==> src/rtl/up_counter_ctrl_pkg.sv <==
// Shared state encodings for the up-counter controller.
package up_counter_ctrl_pkg;

  localparam logic [1:0] ENC_IDLE = 2'b00;
  localparam logic [1:0] ENC_RUN  = 2'b01;
  localparam logic [1:0] ENC_HOLD = 2'b10;
  localparam logic [1:0] ENC_DONE = 2'b11;

  typedef enum logic [1:0] {
    IDLE = ENC_IDLE,
    RUN  = ENC_RUN,
    HOLD = ENC_HOLD,
    DONE = ENC_DONE
  } ctrl_state_t;

endpackage

==> src/rtl/up_counter_en.sv <==
// Enable/clear up-counter datapath; clear takes priority over enable.
module up_counter_en #(
  parameter int WIDTH = 4
) (
  input  logic             clk,
  input  logic             rst,
  input  logic             clr,
  input  logic             en,
  output logic [WIDTH-1:0] q
);

  localparam logic [WIDTH-1:0] ONE = WIDTH'(1);

  logic [WIDTH-1:0] r_q;

  always_ff @(posedge clk or posedge rst) begin
    if (rst) begin
      r_q <= '0;
    end else if (clr) begin
      r_q <= '0;
    end else if (en) begin
      r_q <= r_q + ONE;
    end
  end

  assign q = r_q;

endmodule

==> src/rtl/up_counter_ctrl.sv <==
// Command sequencer around up_counter_en: one-shot / auto-reload runs with
// pause, abort, and registered busy / terminal-count / completion flags.
module up_counter_ctrl
  import up_counter_ctrl_pkg::*;
#(
  parameter int WIDTH = 4
) (
  input  logic             clk,
  input  logic             rst,
  input  logic             start,
  input  logic             stop,
  input  logic             pause,
  input  logic             auto_reload,
  input  logic [WIDTH-1:0] limit,
  output logic [WIDTH-1:0] q,
  output logic             busy,
  output logic             tc,
  output logic             done
);

  ctrl_state_t      r_state;
  ctrl_state_t      w_next;
  logic [WIDTH-1:0] r_limit;
  logic             r_mode;
  logic             r_busy;
  logic             r_tc;
  logic             r_done;

  logic [WIDTH-1:0] w_q;
  logic             w_clr;
  logic             w_en;
  logic             w_load;
  logic             w_tc;
  logic             w_done;
  logic             w_at_limit;

  up_counter_en #(
    .WIDTH(WIDTH)
  ) u_cnt (
    .clk (clk),
    .rst (rst),
    .clr (w_clr),
    .en  (w_en),
    .q   (w_q)
  );

  assign w_at_limit = (w_q == r_limit);

  // Priority within each state: stop, then start, then pause, then count.
  always_comb begin
    w_next = r_state;
    w_clr  = 1'b0;
    w_en   = 1'b0;
    w_load = 1'b0;
    w_tc   = 1'b0;
    w_done = 1'b0;
    unique case (r_state)
      IDLE: begin
        if (start) begin
          w_next = RUN;
          w_load = 1'b1;
          w_clr  = 1'b1;
        end
      end
      RUN: begin
        if (stop) begin
          w_next = IDLE;
          w_clr  = 1'b1;
        end else if (pause) begin
          w_next = HOLD;
        end else if (!w_at_limit) begin
          w_en = 1'b1;
        end else if (r_mode) begin
          w_clr = 1'b1;
          w_tc  = 1'b1;
        end else begin
          w_next = DONE;
          w_done = 1'b1;
        end
      end
      HOLD: begin
        if (stop) begin
          w_next = IDLE;
          w_clr  = 1'b1;
        end else if (!pause) begin
          w_next = RUN;
        end
      end
      DONE: begin
        if (stop) begin
          w_next = IDLE;
          w_clr  = 1'b1;
        end else if (start) begin
          w_next = RUN;
          w_load = 1'b1;
          w_clr  = 1'b1;
        end
      end
      default: begin
        w_next = IDLE;
        w_clr  = 1'b1;
      end
    endcase
  end

  always_ff @(posedge clk or posedge rst) begin
    if (rst) begin
      r_state <= IDLE;
      r_limit <= '0;
      r_mode  <= 1'b0;
      r_busy  <= 1'b0;
      r_tc    <= 1'b0;
      r_done  <= 1'b0;
    end else begin
      r_state <= w_next;
      if (w_load) begin
        r_limit <= limit;
        r_mode  <= auto_reload;
      end
      r_busy <= (w_next == RUN) || (w_next == HOLD);
      r_tc   <= w_tc;
      r_done <= w_done;
    end
  end

  assign q    = w_q;
  assign busy = r_busy;
  assign tc   = r_tc;
  assign done = r_done;

endmodule

==> config.mk <==
export PLATFORM = sky130hd
export DESIGN_NAME = up_counter_ctrl
export DESIGN_NICKNAME = d
export VERILOG_FILES = /design/src/rtl/up_counter_ctrl_pkg.sv /design/src/rtl/up_counter_en.sv /design/src/rtl/up_counter_ctrl.sv
export SDC_FILE = /design/constraint.sdc
export NUM_CORES = 1
export LEC_CHECK = 0
export CAP_MARGIN = 30
export CORE_UTILIZATION = 45
export CTS_BUF_LIST = sky130_fd_sc_hd__clkbuf_4
export CTS_CLUSTER_SIZE = 40
export DETAILED_ROUTE_END_ITERATION = 8
export GPL_TIMING_DRIVEN = 0
export PLACE_DENSITY = 0.78
export RECOVER_POWER = 100
export SYNTH_ARGS = -nofsm -noshare
export SYNTH_HDL_FRONTEND = slang
export SYNTH_SLANG_ARGS = --single-unit
==> constraint.sdc <==
create_clock -name clk -period 1.95 [get_ports clk]
set_input_delay 0.39 -clock clk [delete_from_list [all_inputs] [get_ports clk]]
set_output_delay 0.39 -clock clk [all_outputs]
set_load 0.01 [all_outputs]
### Word-level counts from Yosys, hierarchy flattened

Index checks and enable logic that the tools add are counted.

| storage, ports and cells | value |
|---|---|
| register bits after elaboration | 14 |
| input bits | 10 |
| output and inout port bits | 7 |
| word-level logic and storage cells | 49 |

| operators by class | value |
|---|---|
| add/sub/neg operators | 1 |
| eq/ne operators | 6 |
| multiplexer cells | 32 |
| reduce and logical (&&, ||, !) cells | 3 |

Operator list:

| cell | count |
|---|---|
| 1-bit two-way mux | 19 |
| 2-bit two-way mux | 8 |
| 4-bit two-way mux | 2 |
| 2-bit one-hot mux with 4 select lines | 1 |
| 2-bit equality test, second input constant | 3 |
| 4-bit by 1-bit adder with 4-bit output, second input constant | 1 |
| 2-bit by 1-bit equality test with 1-bit output, second input constant | 2 |
| 4-bit equality test | 1 |
| 1-bit one-hot mux with 4 select lines | 1 |
| 2-bit logical NOT | 1 |
| 1-bit one-hot mux with 2 select lines | 1 |
| 2-bit nonzero test | 1 |
| 1-bit logical OR | 1 |

### Logic depth before layout (Yosys ltp)

Gate-level depths: netlist of run 1.

| depth | value |
|---|---|
| depth after elaboration | 7 |
| mapped depth | 7 |
| mapped depth without buffers | 7 |

### Hierarchy

Synthesis of run 1 repeated with hierarchy kept, for this count alone.

| unflattened totals | value |
|---|---|
| cell total of the unflattened synthesis | 78 |
| area total of the unflattened synthesis | 825.8 µm² |

Modules (own cells, without submodules):

| module | times used | cells an instance | area each (µm²) | seq. area each (µm²) |
|---|---|---|---|---|
| up_counter_ctrl | 1 | 61 | 629.4 | 250.2 |
| up_counter_en | 1 | 17 | 196.4 | 100.1 |

### Worst setup path after synthesis of run 1

Ideal clock, no wire load.

| timing | value |
|---|---|
| path kind | register -> register |
| from | register u_cnt.r_q[1] (netlist: u_cnt.q[1]) |
| to | register u_cnt.r_q[0] (netlist: u_cnt.q[0]) |
| setup time | 0.132 ns |
| arrival | 1.595 ns |
| data required time | 1.818 ns |
| path slack | 0.223 ns |
| stages on the path, launching flop included | 5 |
| path buffers | 0 |
| period minus slack after synthesis | 1.727 ns |
| cells stage by stage | dfrtp_1 -> xor2_1 -> or4_4 -> o32ai_2 -> nor2_1 |

| on the way | value |
|---|---|
| cells in the longest elaborated chain, start to end | 6 |
| elaborated cells on any way between the ends | 11 |
| classes of those cells | 1 x eq/ne; 9 x mux; 1 x reduce/logical |

RTL lines:

| what | line | text |
|---|---|---|
| start, declared | up_counter_en.sv:14 | `logic [WIDTH-1:0] r_q;` |
| start signal, assigned | up_counter_en.sv:22 | `r_q <= r_q + ONE;` |
| 4-bit equality test * | up_counter_ctrl.sv:47 | `assign w_at_limit = (w_q == r_limit);` |
| 1-bit two-way mux | up_counter_ctrl.sv:71 | `end else if (!w_at_limit) begin` |
| 1-bit two-way mux | up_counter_ctrl.sv:69 | `end else if (pause) begin` |
| 1-bit two-way mux | up_counter_ctrl.sv:66 | `if (stop) begin` |
| 1-bit one-hot mux with 4 select lines or 1-bit two-way mux (tied branches) | up_counter_ctrl.sv:57 | `unique case (r_state)` |
| 4-bit two-way mux or 2-bit nonzero test (tied branches) | n/a |  |

Every way passes the cells marked *; elsewhere a longest branch is shown, timed or not.
A chain may end at the register's enable or synchronous reset.

### Worst setup path in the final report of run 1

| timing | value |
|---|---|
| from | register u_cnt.r_q[0] (netlist: u_cnt.q[0]) |
| to | register r_busy (netlist: busy) |

| on the way | value |
|---|---|
| cells in the longest elaborated chain, start to end | 7 |
| elaborated cells on any way between the ends | 8 |
| classes of those cells | 3 x eq/ne; 4 x mux; 1 x reduce/logical |

RTL lines:

| what | line | text |
|---|---|---|
| 4-bit equality test * | up_counter_ctrl.sv:47 |  |
| 2-bit two-way mux * | up_counter_ctrl.sv:71 |  |
| 2-bit two-way mux * | up_counter_ctrl.sv:69 |  |
| 2-bit two-way mux * | up_counter_ctrl.sv:66 |  |
| 2-bit one-hot mux with 4 select lines * | up_counter_ctrl.sv:57 |  |
| named net w_next[1] | up_counter_ctrl.sv:22 | `ctrl_state_t w_next;` |
| 2-bit by 1-bit equality test with 1-bit output or 2-bit equality test (tied branches) | up_counter_ctrl.sv:120 | `r_busy <= (w_next == RUN) \|\| (w_next == HOLD);` |
| 1-bit logical OR * | up_counter_ctrl.sv:120 |  |
| end signal, assigned | up_counter_ctrl.sv:120 |  |
| end, declared | up_counter_ctrl.sv:25 | `logic r_busy;` |

Mark *: on every way through the listed nets, which the timed path passes. The rest lies on a longest branch.

==> results.md, run 1 <==
* Sum Neg Setup Slack at 0 ns
* Layout net count at 117
* Total clock sinks at 14
* CTS tree: yes
* CTS clk-pin slew, worst paths at 0.08 ns
* Leakage at 0.0004965 uW
* Post-DP HPWL at 1.219 mm
* Outcome: finished, final reports clean
* Hold_buf cts at 0
* Post-Synth Simple-Gate Area at 16.30%
* Synth Area in Compound Gates at 14.81%
* Setup bufs post-CTS at 0
* Pre-Repair DR Iteration Count at 4
* Syn Inst Count at 80
* Initial antenna violation count at 0
* Peak VDD IR at 0.7264 mV
* Power Dens Cells at 1024 nW/um2
* Num CTS Buffers at 3
* First-pass GRT wire length at 2.684 mm
* Htree depth at 1
* Core area at 1745 um2
* Remaining global-route overflow at 0
* Register area share after synthesis at 41.48%
* Critical Path, Cell by Cell: xor2_1, or4_4, nor2_1, o31a_1, xor2_1
* Largest net degree at the start of global routing at 15
* Highest-delay cell along the critical path: or4_4
* Most frequent cells in the layout: dfrtp_1, nor2_1, clkdlybuf4s50_1, dlygate4sd3_1
* Final design utilization at 60.79%
* Multiplexer share of the synthesized area at 6.667%
* Ports at 17
* Synthesized-area fraction occupied by adder cells at 8.889%
* Slew @ Worst Pin at 0.5907 ns
* Warnings, synthesis at 0
* Net Count, Synth at 96
* Max stage delay on crit path at 0.56 ns
* Req. time, crit path at 2.16 ns
* Placer Congestion at 0.8076
* Die X-Extent at 45.32 um
* DRC violations left at 0
* Bufs and invs on worst path at 0
* Critical path class: reg -> reg
* Inserted Diodes at 0
* Final Hold Viols at 0
* Syn avg cell area at 10.56 um2
* Iteration-0 DRC Markers at 8
* Gr usage total at 18.94%
* Layout cells sized above 1 at 13.00%
* Kind of end point of the critical path: flip-flop
* Min Hold Slack at 0.5011 ns
* Tcrit/Tclk final at 95.07%
* Hold WC Path Type: reg -> reg
* Initial Utilization at 48.39%
* Worst-case clock buffer depth at 2
* Per-cell routed wire length at 12.34 um
* Die height at 45.32 um
* DR vias at 633
* Largest family of logic cells by synthesized area: simple AND/OR/NAND/NOR gates
* Max_slew headroom at 60.11%
* Max-cap violations at 0
* Critical path fanouts, max at 5
* Startpoint Class: flip-flop
* Count of cell types in the netlist at 26
* Placed cells at 121
* Commonest non-fill, non-tap cell in the layout: dfrtp_1
* Root buffer cell: clkbuf_4
* Worst EP arrival at 2.06 ns
* Post-layout total power at 1087 uW
* Area Growth Syn to Fin at 25.63%
* Post-route ant nets at 0
* Crit path top cell by count: xor2_1
* IO buf count at 16
* Slew Limit Fails at 0
* Clock Skew at 0.003989 ns
* Die ar. at 2054 um2
* #FFs+latches synth at 14
* Worst-skew pair later-pin latency at 0.29 ns
* Xor/xnor share of the synthesized area at 9.185%
* Vias per cell at 5.064
* RSZ-0062 raised after global routing: no
* Synthesized area at 844.6 um2
* Max Fclk at 539.4 MHz
* WL final at 1.543 mm
* Tmin final at 1.854 ns
* Num rows at 15
* Fin cells at 125
* Cell family with most CP delay: simple AND/OR/NAND/NOR gates
* Final setup violation count at 0
* Vias in the first global route at 598
registers in the layout (all words and copies together) (netlist names):
name / count
tc: 1
done: 1
r_mode: 1
r_limit: 4
r_state: 2
u_cnt.q: 4
busy: 1
cells by family (layout without fill, tap and decap cells):
kind of cell | after synthesis | in the layout
multiplexers | 5 | 5
flip-flops | 14 | 14
AND/OR/NAND/NOR | 26 | 26
XOR/XNOR | 8 | 8
buffers and inverters | 6 | 26
adder cells (fa/ha/maj) | 6 | 6
AO/OA/AOI/OAI | 15 | 15
power by group:
part / leakage [uW] / switching (uW) / internal, uW / total, uW
sequential: 0.000182 / 76.3 / 371 / 447
combinational: 0.000299 / 229 / 242 / 471
clock: 0.0000154 / 94.9 / 74.4 / 169
total: 0.000497 / 400 / 687 / 1090
stage by stage:
| step | instance area [um2] | setup WS, ns |
|---|---|---|
| floorplan | 844.6 | 0.2229 |
| global placement | 1036 | -0.05294 |
| detailed placement | 1036 | -0.08529 |
| CTS | 1062 | 0.1132 |
| global route | 1061 | 0.02250 |
| finish | 1061 | 0.09608 |
what timing repair did:
item	4_1_cts	5_1_grt
resized for setup	0	1
endpoints found under the hold margin	0	0
setup endpoints to repair	0	1
routing by layer:
layer	global-route usage (%)	wire [um]	vias to the layer above
met5	0	0	-
met4	7.879	0	0
met3	7.600	64	0
met2	26.96	767	13
met1	25.45	711	303
li1	-	-	317
layout make-up:
cell class / count / area (um2)
Clock inverter: 1 / 3.754
Fill cell: 157 / 684.4
Timing Repair Buffer: 16 / 160.2
Clock buffer: 3 / 22.52
Inverter: 6 / 22.52
Tap cell: 25 / 31.28
Multi-Input combinational cell: 60 / 470.5
Sequential cell: 14 / 350.3
cells in the mapped netlist:
cell	count	area share [%]
nor3b_2	1	1.5
o21ai_0	4	2.4
xnor2_1	1	1.0
inv_1	6	2.7
nor2_1	10	4.4
o21ai_1	1	0.59
o41ai_1	1	1.0
o31a_1	1	1.0
nor2b_1	2	1.5
ha_1	6	8.9
o32ai_2	1	1.9
xor2_1	6	6.2
and3_1	3	2.2
nor2_4	1	1.3
a211oi_1	1	0.89
a2bb2oi_4	1	3.1
o311ai_0	1	1.0
o31ai_1	1	0.89
o22ai_1	1	0.74
a21oi_1	2	1.2
nand3_1	3	1.8
xor2_2	1	1.9
mux2_2	5	6.7
dfrtp_1	14	41
nand2_1	5	2.2
or4_4	1	1.3
worst reg2reg max path, delay by kind of cell (launching register included):
kind	cells	cell delay, ns
flip-flops	1	0.45
AND/OR/NAND/NOR	2	0.79
AO/OA/AOI/OAI	1	0.19
XOR/XNOR	2	0.33
path summary, 6_finish.rpt:
check                            from          to  slack, ns  cells after the start
setup / recovery           u_cnt.q[0]        busy        0.1                      5
hold / removal                 r_mode        done       0.50                      1
setup reg to reg           u_cnt.q[0]        busy        0.1                      5
hold reg to reg                r_mode        done       0.50                      1
max in group asynchronous         rst        busy       1.02                      2
min in group asynchronous         rst  u_cnt.q[0]       0.57                      2
Power figures use the tool's default switching activity.
==> inputs of run 2 (changes only) <==
- CORE_UTILIZATION: 45 -> 52
- MAX_ROUTING_LAYER: default -> met4
- PLACE_DENSITY: 0.78 -> 0.88
==> results.md, run 2 (synthesis results as in run 1) <==
* Largest net degree at the start of global routing at 15
* Final Hold Viols at 0
* R2r startpoint: u_cnt.q[0]
* Root buffer cell: clkbuf_4
* Post-DP HPWL at 1.241 mm
* Post-route ant nets at 0
* Layout cells sized above 1 at 15.15%
* Initial Utilization at 56.06%
* Clock Skew at 0.008399 ns
* Layout net count at 117
* Pre-Repair DR Iteration Count at 4
* Crit path top cell by count: xor2_1
* Hold WC Path Type: reg -> reg
* Tmin final at 1.787 ns
* CTS tree: yes
* Ports at 17
* Most frequent cells in the layout: dfrtp_1, nor2_1, clkdlybuf4s50_1, dlygate4sd3_1
* Startpoint Class: flip-flop
* Slew @ Worst Pin at 0.6819 ns
* R2R setup slack at 0.16 ns
* Gr usage total at 22.29%
* Commonest non-fill, non-tap cell in the layout: dfrtp_1
* Slew Limit Fails at 0
* Highest-delay cell along the critical path: or4_4
* Tcrit/Tclk final at 91.63%
* Hold depth at 1
* Kind of end point of the critical path: flip-flop
* DP Area at 1025 um2
* Critical path fanouts, max at 5
* RSZ-0062 raised after global routing: no
* Critical Path, Cell by Cell: xor2_1, or4_4, nor2_4, o31a_1, xor2_1
* Power Dens Cells at 1055 nW/um2
* Final setup violation count at 0
* Max_slew headroom at 53.96%
* Req. time, crit path at 2.16 ns
* DRC violations left at 0
* Max-cap violations at 0
* HP Start: r_mode
* Setup ws final at 0.1632 ns
* Peak VDD IR at 0.7452 mV
* Num CTS Buffers at 3
* Final design utilization at 71.18%
* Iteration-0 DRC Markers at 15
* Total clock sinks at 14
* Critical path class: reg -> reg
* IO buf count at 16
* Placer Congestion at 0.8595
* Place WS at -0.09854 ns
* Die ar. at 1789 um2
* Num rows at 14
* Per-cell routed wire length at 14.50 um
* CP endpoint: busy
* Area Growth Syn to Fin at 26.96%
* Die X-Extent at 42.30 um
* Max Fclk at 559.6 MHz
* DR vias at 654
* CP startpoint: u_cnt.q[0]
* Max stage delay on crit path at 0.59 ns
* Worst-case clock buffer depth at 2
* Initial antenna violation count at 0
* Worst R2R End: busy
* Vias in the first global route at 654
* Inserted Diodes at 0
* CTS clk-pin slew, worst paths at 0.08 ns
* Htree depth at 1
* Remaining global-route overflow at 0
* Sum Neg Setup Slack at 0 ns
* Worst-skew pair later-pin latency at 0.29 ns
* Core area at 1506 um2
* Hold_buf cts at 0
* Worst EP arrival at 2.00 ns
* Leakage at 0.0004975 uW
* R2R cell count at 5
* First-pass GRT wire length at 2.856 mm
* Vias per cell at 5.687
* WL final at 1.668 mm
* Final instance area at 1072 um2
* Die height at 42.30 um
* Outcome: finished, final reports clean
run 2: changes by cell type in the layout (fill, tap and decap cells not counted), sizes merged:
| cell | change |
|---|---|
| clkinv | -1 |
run 2: area by class of cell:
class	instances	area (um2)
flip-flops and latches	14	350.3
inverters	6	22.52
clock buffers	3	22.52
multi-input cells	60	496.7
fillers	112	434.2
repair buffers	16	160.2
well taps	16	20.02
run 2: worst min path at each step:
stage / endpoint
final: done
after global routing: done
after CTS: r_mode
after detailed placement: done
after global placement: r_limit[3]
after floorplan: busy
run 2: what timing repair did:
| action | CTS | global route |
|---|---|---|
| gates resized for setup | 0 | 3 |
| setup endpoints to repair | 0 | 1 |
| buffers inserted | 0 | 0 |
run 2: power breakdown:
part	switching [uW]	internal, uW	leakage (uW)	total (uW)
Clock	91.7	72.0	0.0000138	164
Sequential	78.5	371	0.000182	449
Combinational	263	255	0.000302	518
run 2: metal layers:
layer  vias to the layer above  GRT usage (%)  routed length (um)
met5                         -              -                   0
met4                         0          7.500                  21
met3                         2          6.466                  69
met2                        18          37.54                 864
met1                       315          25.35                 713
li1                        319              -                   -
run 2: worst max-delay path: cells and delay by family (launching register included):
kind                      cells  cell delay (ns)
AOI/OAI and AO/OA             1             0.18
DFF                           1             0.45
xor gates and xnor gates      2             0.34
and+or+nand+nor               2             0.74
run 2: metrics by stage:
| stage | hold slack [ns] | std cells | total power (uW) |
|---|---|---|---|
| final | 0.5283 | 115 | 1131 |
| after global routing | 0.5543 | 115 | 1207 |
| after CTS | 0.4380 | 115 | 1103 |
| after detailed placement | 0.5154 | 112 | 940.2 |
| after global placement | 0.5076 | 112 | 908.3 |
| after floorplan | 0.2792 | 80 | 805.0 |
